==> src/rtl/csa_accum_seq.sv <==
// rtl/csa_accum_seq.sv - sequential carry-save accumulator with a single final carry-propagate add
// Operands stream in one per beat and are folded into a (sum, carry) pair; the pair is resolved on the last beat.
module csa_accum_seq #(
    parameter int MAX = 7,
    parameter int CW  = 4
) (
    input  logic           clk,
    input  logic           rst_n,
    input  logic           clear,
    input  logic [MAX-1:0] in_data,
    input  logic           in_valid,
    input  logic           in_last,
    output logic           in_ready,
    output logic [MAX-1:0] out_data,
    output logic [CW-1:0]  out_cnt,
    output logic           out_valid,
    input  logic           out_ready
);

    typedef enum logic [1:0] {
        IDLE = 2'd0,
        ACC  = 2'd1,
        SUM  = 2'd2,
        DONE = 2'd3
    } state_t;

    state_t         state_q;
    logic [MAX-1:0] acc_s_q;
    logic [MAX-1:0] acc_c_q;
    logic [MAX-1:0] result_q;
    logic [CW-1:0]  cnt_q;
    logic [CW-1:0]  out_cnt_q;
    logic           out_valid_q;

    logic [MAX-1:0] maj;
    logic [MAX-1:0] csa_s_d;
    logic [MAX-1:0] csa_c_d;
    logic [CW-1:0]  cnt_inc_d;

    // 3:2 compression; the carry out of the MSB falls off because everything is mod 2^MAX.
    assign maj       = (acc_s_q & acc_c_q) | (acc_s_q & in_data) | (acc_c_q & in_data);
    assign csa_s_d   = acc_s_q ^ acc_c_q ^ in_data;
    assign csa_c_d   = {maj[MAX-2:0], 1'b0};
    assign cnt_inc_d = (cnt_q == {CW{1'b1}}) ? cnt_q : cnt_q + CW'(1);

    assign in_ready  = (state_q == IDLE) || (state_q == ACC);
    assign out_data  = result_q;
    assign out_cnt   = out_cnt_q;
    assign out_valid = out_valid_q;

    always_ff @(posedge clk or negedge rst_n) begin
        if (!rst_n) begin
            state_q     <= IDLE;
            acc_s_q     <= '0;
            acc_c_q     <= '0;
            result_q    <= '0;
            cnt_q       <= '0;
            out_cnt_q   <= '0;
            out_valid_q <= 1'b0;
        end else if (clear) begin
            state_q     <= IDLE;
            acc_s_q     <= '0;
            acc_c_q     <= '0;
            result_q    <= '0;
            cnt_q       <= '0;
            out_cnt_q   <= '0;
            out_valid_q <= 1'b0;
        end else begin
            case (state_q)
                IDLE: begin
                    if (in_valid) begin
                        acc_s_q <= in_data;
                        acc_c_q <= '0;
                        cnt_q   <= CW'(1);
                        state_q <= in_last ? SUM : ACC;
                    end
                end
                ACC: begin
                    if (in_valid) begin
                        acc_s_q <= csa_s_d;
                        acc_c_q <= csa_c_d;
                        cnt_q   <= cnt_inc_d;
                        if (in_last) begin
                            state_q <= SUM;
                        end
                    end
                end
                SUM: begin
                    result_q    <= acc_s_q + acc_c_q;
                    out_cnt_q   <= cnt_q;
                    out_valid_q <= 1'b1;
                    state_q     <= DONE;
                end
                DONE: begin
                    // Result registers are left alone so out_data stays readable after handoff.
                    if (out_ready) begin
                        out_valid_q <= 1'b0;
                        acc_s_q     <= '0;
                        acc_c_q     <= '0;
                        cnt_q       <= '0;
                        state_q     <= IDLE;
                    end
                end
                default: state_q <= IDLE;
            endcase
        end
    end

endmodule

==> config.mk <==
export PLATFORM = sky130hd
export DESIGN_NAME = csa_accum_seq
export DESIGN_NICKNAME = d
export VERILOG_FILES = /design/src/rtl/csa_accum_seq.sv
export SDC_FILE = /design/constraint.sdc
export NUM_CORES = 1
export LEC_CHECK = 0
export ABC_AREA = 1
export CAP_MARGIN = 10
export CORE_ASPECT_RATIO = 1.75
export CORE_UTILIZATION = 54
export CTS_BUF_LIST = sky130_fd_sc_hd__clkbuf_16
export DETAILED_ROUTE_END_ITERATION = 10
export GPL_TIMING_DRIVEN = 0
export MAX_ROUTING_LAYER = met4
export PLACE_DENSITY = 0.82
export SLEW_MARGIN = 20
export SYNTH_ARGS = -nofsm -noshare
export SYNTH_HDL_FRONTEND = slang
export SYNTH_SLANG_ARGS = --single-unit
export TNS_END_PERCENT = 50
==> constraint.sdc <==
create_clock -name clk -period 1.8 [get_ports clk]
set_input_delay 0.36 -clock clk [delete_from_list [all_inputs] [get_ports clk]]
set_output_delay 0.36 -clock clk [all_outputs]
set_load 0.05 [all_outputs]
==> run metrics <==
DRC Markers=0; max_slew headroom=53.6%; clock root cell=clkbuf_16; Layout area overhead=25.8%; FF+latch count, synth=31; drt wl/cell=13.8 um; TritonCTS clock tree=built; Placement Cell Area=2140 um2; CP max stage cell=clkdlybuf4s50_1; CP Class=reg2out; IO Count=26; Hold Crit Class=in2async; Mapped Avg Cell Area=8.61 um2; crit path cell chain=clkdlybuf4s50_1; Worst Skew=0.00312 ns; Iter 0 DRT Violations=30; vias in the first global route=1556; initial antenna violation count=0; I/O Buffers=24; Area contributors post-synth=dfrtp_1, nand2_1, ha_1, fa_1, o21ai_0; number of cell rows=27; critical path arrival=1.42 ns; GRT Overall Usage=26.0%; Worst Path Max Fanout=2; worst setup path start=out_data[2]; die width=46.3 um; Yosys top cell by area=dfrtp_1; CTS Buffer Depth=2; status=finished clean; Via Count=1578; crit path buf inv count=1; die area=roughly 3700 um2; post-route minimum period=1.78 ns; Synth top area share=about two fifths; Compound-Gate Fraction of Synth Area=approximately an eighth; post-synthesis mux area share=0%; synth unique cells=26; VDD IR max=roughly 0.0012 V; DP Wirelength=~2900 um; Post-synth EDFFs=0; Vias/cell=5.44; Synth async-reset ratio=100%; simple logic cell fraction of the synthesized area=24.1%; Filler cells=236; # diodes=0; CTS Hold Bufs=0; number of max-cap violations=0; CTS sink cnt=31; main combinational cell family by area after synthesis=simple AND/OR/NAND/NOR gates; Post-Synth XOR/XNOR Area=0.473%; most frequent cells in the layout=nand2_1, dfrtp_1, inv_1, o21ai_0, nand3_1; Primary FF master, synth=dfrtp_1; Final Max Slew Viols=0; fin crit share=98.9%; unrepaired setup endpoints after global routing=yes; Reg area=776 um2; CP delay by family, top=buffers and inverters; Initial Util=57.7%; Cell Area, Synth=around 1900 um2; maximum clock rate=562 MHz; slowest stage delay, CP=0.80 ns; Power Dens Cells=1450 nW/um2; drt total wl=around 4000 um; sequential area share after synthesis=41.9%; Clock transition at path regs=approximately 0.050 ns; Adder-Cell Fraction of Synth Area=13.9%; commonest non-fill, non-tap cell in the layout=nand2_1; layout cells sized above 1=between 10% and 20%; RR Startpoint=state_q[1]; final-report hold violation count=0; drt pass-1 iters=6; gr ovfl total=0; worst skew pair latency=around 0.28 ns; Static Leak=1.28 nW; Worst-Margin Slew=0.695 ns; Synth Instances=215; Final #Nets=276; Startpoint Class=flop; crit end category=primary output; htree depth=2; area of the multi-input gates=951 um2; core area=3210 um2; synthesized net count=around 250; fin area=2330 um2; DRT antenna net count=0; first-pass GRT wire length=6780 um; Setup violations, final=0; worst path required time=1.44 ns; synth warn=0; TNS Setup=0 ns; CTS Buf Count=5; final RePlAce weighted congestion=between 0.8 and 0.9; pin count of the biggest net entering global routing=32; Die Y=79.5 um
==> synth_stat cells (2+ instances only) <==
cell type and instances:
ha_1 11, inv_2 2, o21ai_0 21, nor2_1 11
buf_6 3, buf_2 2, o21ai_1 6, or2_2 3
a22o_1 8, a21oi_1 3, nand2_1 57, fa_1 6
dfrtp_1 31, inv_1 21, nand3_1 18, nand2_2 2
==> path summary, 6_finish.rpt <==
check / end / slack, ns / depth (start not counted)
hold reg to reg: out_cnt[3] / 0.48 / 2
hold / removal: cnt_q[0] / 0.13 / 1
min in group clk: cnt_q[1] / 0.40 / 4
setup / recovery: out_data[2] / 0.02 / 1
setup reg to reg: acc_c_q[2] / 0.10 / 8
max in group asynchronous: acc_s_q[3] / 1.22 / 1
==> where the power goes <==
group | switching (mW) | internal, mW | total, mW
combinational | 0.929 | 0.502 | 1.43
sequential | 0.151 | 0.860 | 1.01
clock | 0.296 | 0.644 | 0.940
==> cell families after synthesis <==
kind of cell,count (synthesis)
simple gates,98
compound gates,40
flops,31
buf+inv,28
fa+ha+maj,17
xor+xnor,1
==> sequential cells by signal, indices dropped and copies added, names as in the netlist <==
register   flops
out_cnt        4
acc_c_q        6
out_data       7
cnt_q          4
state_q        2
acc_s_q        7
out_valid      1
==> per-stage QoR <==
step | setup WS [ns] | util (%) | total power, mW | hold WS (ns) | instances
floorplan | 0.0272 | - | 2.01 | 0.0644 | 215
global placement | -0.300 | 66.9 | 2.38 | 0.465 | 282
detailed placement | -0.317 | 66.7 | 2.42 | 0.446 | 282
CTS | 0.00117 | 71.8 | 3.37 | 0.157 | 290
global route | -0.0182 | 72.6 | 3.60 | 0.190 | 290
finish | 0.0199 | 72.6 | 3.38 | 0.128 | 290
==> metal layers <==
layer	up-vias	GRT usage (%)	wire length [um]	part of all wire, %
met4	0	10.9	82	2.0
met1	741	28.6	1600	40
met2	54	43.7	2160	54
met5	-	-	0	0
met3	11	5.43	169	4.2
li1	772	-	-	-
==> area by class of cell <==
type	instances	area share [%]
flip-flops and latches	31	33.3
repair buffers	24	11.0
well taps	43	2.31
multi-input cells	156	40.8
plain buffers	5	1.88
inverters	23	3.71
clock inverters	3	1.66
clock buffers	5	5.37
==> what timing repair did <==
action                                  in CTS  in global routing
resized for setup                            8                 10
endpoints found under the setup margin       2                  9
buffers inserted                             0                  0
(Power assumes the default switching activity.)
